## src/rtl/uart_pkg.sv

```systemverilog
// Package: uart_pkg
// Shared definitions for the UART receiver:
//   rx_state_e   - receiver FSM state enumeration
//   EVEN / ODD   - Parity_Typ encodings
//   PRESCALE_*   - the legal Prescale (Clk cycles per bit) values
//   majority3()  - 2-of-3 vote used by the bit sampler
package uart_pkg;

  typedef enum logic [2:0] {
    IDLE   = 3'd0,
    START  = 3'd1,
    DATA   = 3'd2,
    PARITY = 3'd3,
    STOP   = 3'd4
  } rx_state_e;

  localparam logic EVEN = 1'b0;
  localparam logic ODD  = 1'b1;

  localparam logic [5:0] PRESCALE_8  = 6'd8;
  localparam logic [5:0] PRESCALE_16 = 6'd16;
  localparam logic [5:0] PRESCALE_32 = 6'd32;

  function automatic logic majority3(input logic a, input logic b, input logic c);
    return (a & b) | (a & c) | (b & c);
  endfunction

endpackage

```

## src/rtl/uart_rx_sampler.sv

```systemverilog
// Module: uart_rx_sampler
// Per-bit timing for the UART receiver: an edge counter running 0..prescale-1
// within each bit period and a 3-sample majority voter around mid-bit.
// Ports:
//   clk, rst  - clock and asynchronous active-high reset
//   start     - start bit detected this cycle; this cycle is edge count 0
//   enable    - a frame is in progress (FSM not idle)
//   rx        - synchronized serial line
//   prescale  - Clk cycles per bit, held constant for the frame
//   bit_val   - majority vote of the samples of the current bit
//   bit_done  - strobe on the last edge count of a bit period
module uart_rx_sampler
  import uart_pkg::*;
(
  input  logic       clk,
  input  logic       rst,
  input  logic       start,
  input  logic       enable,
  input  logic       rx,
  input  logic [5:0] prescale,
  output logic       bit_val,
  output logic       bit_done
);

  logic [5:0] edge_cnt;
  logic [5:0] half;
  logic [5:0] last_cnt;
  logic [2:0] samples;

  assign half     = {1'b0, prescale[5:1]};
  assign last_cnt = prescale - 6'd1;
  assign bit_done = enable && (edge_cnt == last_cnt);

  // The third sample lands at half+1, which is always before the last edge
  // count for the legal prescales, so the vote is stable when bit_done fires.
  assign bit_val = majority3(samples[0], samples[1], samples[2]);

  // NOTE: sequential state uses non-blocking assignments so every register
  // updates from the values present before the clock edge.
  always_ff @(posedge clk or posedge rst) begin
    if (rst) begin
      edge_cnt <= '0;
      samples  <= 3'b111;
    end else begin
      // The detection cycle already counts as edge 0 of the start bit, so the
      // count resumes at 1 and the frame ends exactly on the bit grid.
      if (start) begin
        edge_cnt <= 6'd1;
      end else if (bit_done || !enable) begin
        edge_cnt <= '0;
      end else begin
        edge_cnt <= edge_cnt + 6'd1;
      end

      if (enable) begin
        if (edge_cnt == half - 6'd1) samples[0] <= rx;
        if (edge_cnt == half)        samples[1] <= rx;
        if (edge_cnt == half + 6'd1) samples[2] <= rx;
      end
    end
  end

endmodule

```

## src/rtl/uart_rx.sv

```systemverilog
// Module: uart_rx
// UART receiver: start bit, DATA_WD data bits LSB first, optional parity bit,
// one stop bit. Frame settings are latched when the start bit is detected.
// Ports:
//   Clk, Rst    - clock and asynchronous active-high reset
//   RX_IN       - serial line, idles high
//   Prescale    - Clk cycles per bit (8, 16 or 32)
//   Parity_En   - a parity bit follows the data bits
//   Parity_Typ  - 0 even, 1 odd
//   P_Data      - last correctly received word
//   Data_Valid  - one-cycle pulse when P_Data is updated
//   Parity_Err  - one-cycle pulse for a frame with bad parity
//   Stop_Err    - one-cycle pulse for a frame whose stop bit was 0
module uart_rx
  import uart_pkg::*;
#(
  parameter int DATA_WD = 8
) (
  input  logic               Clk,
  input  logic               Rst,
  input  logic               RX_IN,
  input  logic [5:0]         Prescale,
  input  logic               Parity_En,
  input  logic               Parity_Typ,
  output logic [DATA_WD-1:0] P_Data,
  output logic               Data_Valid,
  output logic               Parity_Err,
  output logic               Stop_Err
);

  localparam int CNT_WD = (DATA_WD > 1) ? $clog2(DATA_WD) : 1;
  localparam logic [CNT_WD-1:0] LAST_BIT = CNT_WD'(DATA_WD - 1);

  logic [1:0]         sync_q;
  logic               rx_s;
  rx_state_e          state_q;
  rx_state_e          state_d;
  logic               start_det;
  logic               bit_val;
  logic               bit_done;
  logic [5:0]         prescale_q;
  logic               par_en_q;
  logic               par_typ_q;
  logic               par_err_q;
  logic               expected_par;
  logic [CNT_WD-1:0]  bit_cnt;
  logic [DATA_WD-1:0] shift_reg;

  // Two-flop synchronizer; reset to the idle-high line level so reset release
  // never looks like a start bit.
  always_ff @(posedge Clk or posedge Rst) begin
    if (Rst) begin
      sync_q <= 2'b11;
    end else begin
      sync_q <= {sync_q[0], RX_IN};
    end
  end

  assign rx_s      = sync_q[1];
  assign start_det = (state_q == IDLE) && !rx_s;

  uart_rx_sampler u_sampler (
    .clk      (Clk),
    .rst      (Rst),
    .start    (start_det),
    .enable   (state_q != IDLE),
    .rx       (rx_s),
    .prescale (prescale_q),
    .bit_val  (bit_val),
    .bit_done (bit_done)
  );

  always_ff @(posedge Clk or posedge Rst) begin
    if (Rst) begin
      state_q <= IDLE;
    end else begin
      state_q <= state_d;
    end
  end

  // NOTE: state_d is given a default before the case so every path assigns
  // it and no latch is inferred.
  always_comb begin
    state_d = state_q;
    case (state_q)
      IDLE:    if (!rx_s) state_d = START;
      START:   if (bit_done) state_d = bit_val ? IDLE : DATA;
      DATA:    if (bit_done && (bit_cnt == LAST_BIT)) state_d = par_en_q ? PARITY : STOP;
      PARITY:  if (bit_done) state_d = STOP;
      STOP:    if (bit_done) state_d = IDLE;
      default: state_d = IDLE;
    endcase
  end

  // Even parity expects XOR of the data, odd expects its complement.
  assign expected_par = (^shift_reg) ^ (par_typ_q == ODD);

  always_ff @(posedge Clk or posedge Rst) begin
    if (Rst) begin
      prescale_q <= PRESCALE_8;
      par_en_q   <= 1'b0;
      par_typ_q  <= EVEN;
      par_err_q  <= 1'b0;
      bit_cnt    <= '0;
      shift_reg  <= '0;
      P_Data     <= '0;
      Data_Valid <= 1'b0;
      Parity_Err <= 1'b0;
      Stop_Err   <= 1'b0;
    end else begin
      Data_Valid <= 1'b0;
      Parity_Err <= 1'b0;
      Stop_Err   <= 1'b0;

      if (start_det) begin
        prescale_q <= Prescale;
        par_en_q   <= Parity_En;
        par_typ_q  <= Parity_Typ;
        par_err_q  <= 1'b0;
        bit_cnt    <= '0;
      end

      if (bit_done) begin
        case (state_q)
          DATA: begin
            // LSB arrives first, so bits enter at the top and shift down.
            shift_reg <= {bit_val, shift_reg[DATA_WD-1:1]};
            bit_cnt   <= (bit_cnt == LAST_BIT) ? '0 : bit_cnt + 1'b1;
          end
          PARITY: par_err_q <= (bit_val != expected_par);
          STOP: begin
            Stop_Err   <= !bit_val;
            Parity_Err <= par_err_q;
            if (bit_val && !par_err_q) begin
              P_Data     <= shift_reg;
              Data_Valid <= 1'b1;
            end
          end
          default: ;
        endcase
      end
    end
  end

endmodule

```

## config.mk

```make
export PLATFORM = sky130hd
export DESIGN_NAME = uart_rx
export DESIGN_NICKNAME = d
export VERILOG_FILES = /design/src/rtl/uart_pkg.sv /design/src/rtl/uart_rx_sampler.sv /design/src/rtl/uart_rx.sv
export SDC_FILE = /design/constraint.sdc
export NUM_CORES = 1
export LEC_CHECK = 0
export CAP_MARGIN = 20
export CORE_MARGIN = 5
export CORE_UTILIZATION = 30
export DETAILED_ROUTE_END_ITERATION = 8
export PLACE_DENSITY = 0.49
export SYNTH_ARGS = -nofsm -noshare
export SYNTH_HDL_FRONTEND = slang
export SYNTH_SLANG_ARGS = --single-unit
```

## constraint.sdc

```tcl
create_clock -name Clk -period 4.7 [get_ports Clk]
set_input_delay 0.47 -clock Clk [delete_from_list [all_inputs] [get_ports Clk]]
set_output_delay 0.47 -clock Clk [all_outputs]
set_load 0.01 [all_outputs]
```

==> impl_metrics.csv <==
group,metric,value,unit
run_status,outcome,"complete, no violations",
clock_tree,cts_tree,"done",
logic_synthesis,ys_seq_area_share,46.3,%
clock_tree,cts_root_buffer,"clkbuf_8",
routing,wl,4700,um
setup_path,crit_cells,7,
global_routing,grt_max_degree,46,
routing,dr.first_iter.drc_count,41,
routing,detail-route-antenna-nets,0,
sta,tns,0,ns
clock_tree,clock_latency,0.29,ns
place,dpl.cell_count,342,
sta,finClkSkew,0.00463,ns
clock_tree,numCtsBuffers,5,
place,portBuffers,21,
sta,slew_viol_final,0,
clock_tree,cts_buffer_depth,2,
die,num_rows,33,
die,die-height,100,um
setup_path,crit_type,"flop to flop",
setup_path,cpPeakStageDelay,0.66,ns
sta,max_freq,370,MHz
run,maxCapViolCount,0,
setup_path,r2r_slack,1.99,ns
setup_path,crit_path_start_kind,"flop",
die,die_w,100,um
pwr,total_power,1.56,mW
sta,setup_viol,0,
finish,final_cell_mix,"dfrtp_1 (39), nand2_1 (30), clkdlybuf4s50_1 (21)",
pwr,ir_drop,0.236,mV
clock_tree,h-tree-depth,2,
die,core-area,8090,um^2
global_routing,grt_overflow_total,0,
finish,antenna_cells,0,
global_routing,track_usage,10.2,%
logic_synthesis,synthArstFlopShare,100,%
logic_synthesis,synth-edff-count,0,
sta,whs,0.349,ns
finish,area_delta_synth_final,17.8,%
clock_tree,cts_resized,0,
die,io_pins,22,
sta,period_minus_slack,2.71,ns
pwr,p_leak,1.29,nW
routing,wl_per_cell,13.4,um
clock_tree,clock-sinks,45,
logic_synthesis,synth_area,2450,um^2
logic_synthesis,yosys_warnings,0,
logic_synthesis,synth_ff_type,"dfrtp_1",
routing,avgViaCountPerCell,4.64,
sta,fin_crit_sh,57.6,%
global_routing,antenna_found_initial,0,
finish,fin_area,2880,um^2
hold_path,min_path_type,"input pin to async pin",
routing,vias,1628,
setup_path,end_kind,"flop",
finish,num-fill-cells,831,
logic_synthesis,syn_nets,242,
setup_path,reg2reg_depth,7,
clock_tree,cts_setup_buffers,0,
routing,remaining_drc_errors,0,
place,place_congestion,0.760,
clock_tree,holdBufCountCts,0,
global_routing,grt_pass1_wl,8230,um
logic_synthesis,syn_area_per_cell,10.9,um^2
logic_synthesis,syn_inst,224,
routing,dr.pass1.iters,4,
place,hpwl,3440,um
finish,stdcell_count,351,
setup_path,critPathBufInv,1,
sta,rsz0062_at_grt,"false",
sta,hold_viol_final,0,
setup_path,crit_path_max_fanout,11,
setup_path,cp_top_family,"simple AND/OR/NAND/NOR gates",
setup_path,cp.required,4.88,ns
die,die-area,10100,um^2
global_routing,grt_pass1_vias,1677,
logic_synthesis,synthDistinctLibCells,49,
setup_path,crit_arrival,2.89,ns
sta,slew_headroom,53.7,%
setup_path,crit_slowest_cell,"or4_4",
finish,layout-drive-gt1-share,18.7,%
pwr,power.density,541,nW/um^2
clock_tree,clk_pin_slew,0.08,ns
finish,nets,263,
logic_synthesis,synth_seq_cells,45,
finish,layout_commonest_cell,"dfrtp_1",
die,initial_core_util,30.2,%
place,placed_cell_area,2750,um^2
sta,tightest_slew,0.693,ns
setup_path,cp_cell_sequence,"inv_1 -> ha_1 -> nor3b_2 -> and3_1 -> o221ai_2 -> or4_4 -> mux2_4",
==> kinds of logic after synthesis <==
kind of cell             after synthesis  synth area share (%)
AO/OA/AOI/OAI                         20                  6.24
XOR/XNOR                              30                  10.7
adder cells (fa/ha/maj)                8                  3.99
buffers and inverters                 17                  3.43
flip-flops                            45                  46.3
multiplexers                          23                  11.5
AND/OR/NAND/NOR                       81                  17.8
==> cell type report <==
cell class	instances	area, um^2	share of cell area (%)
timing repair buffer	24	245	8.51
inverter	7	26.3	0.912
multi-input combinational	162	1230	42.6
tap	105	131	4.56
clock buffer	7	86.3	3.00
sequential	45	1130	39.3
clock inverter	1	30.0	1.04
==> routing by layer <==
metal / up-vias / wire [um] / GRT usage [%]
met5: - / 0 / 0
met4: 0 / 74 / 3.63
met3: 6 / 113 / 2.50
met2: 22 / 2110 / 15.6
met1: 787 / 2400 / 14.1
li1: 813 / - / -
==> path summary, 6_finish.rpt <==
check / from / to
setup / recovery: prescale_q[2] / shift_reg[4]
hold / removal: Rst / P_Data[1]
setup reg to reg: prescale_q[2] / shift_reg[4]
hold reg to reg: sync_q[0] / sync_q[1]
max in group asynchronous: Rst / u_sampler.samples[2]
min in group Clk: sync_q[0] / sync_q[1]
==> per-stage QoR <==
stage / setup WS, ns / utilization, %
after floorplan: 2.12 / -
after global placement: 2.04 / 33.9
after detailed placement: 2.00 / 33.9
after CTS: 1.99 / 35.4
after global routing: 1.84 / 35.6
final: 1.99 / 35.6
==> power by group <==
part | total, mW | switching [mW] | internal [mW]
Combinational | 0.644 | 0.336 | 0.308
Sequential | 0.617 | 0.135 | 0.482
Clock | 0.297 | 0.124 | 0.173
==> Yosys cell counts (2+ instances only) <==
cell type | count | area share, %
dfrtp_1 | 39 | 40
nor2_1 | 10 | 1.5
buf_2 | 3 | 0.61
and3_1 | 2 | 0.51
nand4b_1 | 2 | 0.72
o21ai_0 | 5 | 1.0
xor2_1 | 13 | 4.7
mux2_4 | 7 | 4.3
ha_1 | 7 | 3.6
a21oi_1 | 3 | 0.61
mux2i_1 | 4 | 1.6
o2bb2ai_1 | 2 | 0.72
nor2b_1 | 3 | 0.77
dfstp_2 | 6 | 6.4
inv_1 | 7 | 1.1
mux2_2 | 12 | 5.5
xnor2_1 | 17 | 6.1
nor3_1 | 9 | 1.8
nand2b_1 | 2 | 0.51
nand3_1 | 5 | 1.0
buf_6 | 2 | 0.92
nor4_1 | 4 | 1.0
nand2_1 | 30 | 4.6
clkbuf_1 | 4 | 0.61
or2_2 | 2 | 0.51
No activity file was read; power rests on OpenSTA's default activity.
==> edit, RTL diff (same settings) <==
Change the parameter `DATA_WD` from 8 to 16.
--- a/src/rtl/uart_rx.sv
+++ b/src/rtl/uart_rx.sv
@@ -16,3 +16,3 @@
 #(
-  parameter int DATA_WD = 8
+  parameter int DATA_WD = 16
 ) (
Interface: changed (resized P_Data); port bits go from 22 to 30. The function was not compared with the original's and may differ.
==> edit against the unedited design <==
Fmax decreased by 9.4%. Routed wire length grew 38%. Sequential power is 27% higher. Critical endpoint is now shift_reg[13]. Final area rose by 30%. Area after synthesis rose by 30%. Total power is 21% higher. Combinational power is 9.6% higher. Largest cell class is now sequential cells. First-iteration DRC count is 54% higher. Cell count up 27%. Setup slack lost 0.28 ns. Count of clock-buffer cells in the layout up 3. Sequential cell count up 17. Highest routed layer unchanged.
==> edit: results (changes against the unedited design) <==
status -> finished clean
crit path max-delay cell type -> nor3_4
vias per inst -> 4.75 (+2.5%)
compound-gate portion of the synthesized area -> 6.81% (+0.57 points)
GR Util All Layers -> 10.9% (+0.68 points)
routed wl met2 -> 2.93 mm (+39%)
Post-synth top cells -> 56 x dfrtp_1, 35 x mux2_2, 29 x nand2_1
mux share of post-synthesis cell area -> 13.3% (+1.9 points)
WL/cell -> 14.6 um (+8.9%)
Rel. slew slack -> 37.5% (-16 points)
worst-skew pair later-pin latency -> 0.34 ns (+0.05 ns)
Synth Area in Adders -> 2.68% (-1.3 points)
Reg2Reg Capture Point -> shift_reg[13]
CTS Buffer Depth -> 2 (unchanged)
Hold/Removal Path Class -> register to register
dpl hpwl -> 4.51 mm (+31%)
PortBufs -> 29 (+38%)
GRT met2 Usage -> 16.4% (+0.83 points)
crit-path max cell delay -> 0.80 ns (+0.14 ns)
Critical Path Fanout Max -> 18 (+7)
layout cells sized above 1 -> 21.0% (+2.3 points)
Setup Slack @ Placement -> 1.69 ns (-0.305 ns)
metal1 wirelength -> 3.23 mm (+35%)
pin count of the biggest net entering global routing -> 34 (-26%)
cell count after synthesis -> 274 (+22%)
top post-synthesis cells by area -> dfrtp_1 44%, mux2_2 12%, xnor2_1 6.3%, dfstp_2 5.0%, nand2_1 3.4%
Cell variety after synth -> 48 (-2.0%)
global-route wire length before repair -> 11.0 mm (+34%)
Max VDD drop -> 0.145 mV (-39%)
clk_skew -> 0.0104 ns (+0.00577 ns)
Post-Synth XOR/XNOR Area -> 11.1% (+0.32 points)
grt met1 use -> 14.7% (+0.61 points)
via count -> 2115 (+30%)
worst path arrival time -> 3.21 ns (+0.32 ns)
RD Place Congestion -> 0.773 (+1.8%)
TritonCTS buffer count -> 9 (+4)
Total Nets Final -> 321 (+22%)
met3 routed WL -> 233 um (+110%)
HP Start -> sync_q[0]
Internal Power -> 0.00113 W (+18%)
fill count -> 1033 (+24%)
H-tree level count -> 3 (+1)
final setup vio count -> 0 (unchanged)
sequential fraction of the synthesis area -> 49.0% (+2.7 points)
edit: power groups by stage:
stage	Combinational (W)	Sequential [W]	Clock, W
after CTS	0.000716	0.000781	0.000423
after global routing	0.000790	0.000797	0.000441
after global placement	0.000703	0.000788	0
after detailed placement	0.000711	0.000790	0
final	0.000706	0.000781	0.000404
after floorplan	0.000658	0.000704	0
edit: layout make-up:
class / instances / area (um^2) / area share, %
clock buffer: 10 / 128 / 3.41
clock inverter: 6 / 38.8 / 1.04
inverter: 10 / 37.5 / 1.00
multi-input combinational: 189 / 1500 / 40.0
sequential: 62 / 1560 / 41.6
tap: 136 / 170 / 4.54
timing repair buffer: 32 / 313 / 8.35
edit: kinds of logic after synthesis:
group,count (synthesis)
buffers and inverters,23
flip-flops,62
AO/OA/AOI/OAI,26
XOR/XNOR,37
AND/OR/NAND/NOR,81
adder cells (fa/ha/maj),7
multiplexers,38
edit: worst max-delay path: cells and delay by family (launching register included):
kind            cells  cell delay, ns
compound gates      2            0.53
buf+inv             1            0.16
flops               1            0.49
fa+ha+maj           1            0.22
simple gates        2            1.04
mux                 1            0.42
edit: worst max-delay path by stage:
stage             startpoint            end  cells after the start
6_report       prescale_q[2]  shift_reg[13]                      7
5_1_grt        prescale_q[2]  shift_reg[13]                      7
4_1_cts        prescale_q[2]  shift_reg[13]                      7
3_5_place_dp   prescale_q[2]  shift_reg[13]                      7
3_3_place_gp   prescale_q[2]   shift_reg[8]                      7
2_1_floorplan  prescale_q[2]      P_Data[0]                      9
edit: per-stage QoR:
step	hold slack, ns	cell area (um^2)
after floorplan	0.345	3180
after global placement	0.347	3580
after detailed placement	0.348	3580
after CTS	0.359	3750
after global routing	0.360	3750
final	0.358	3750
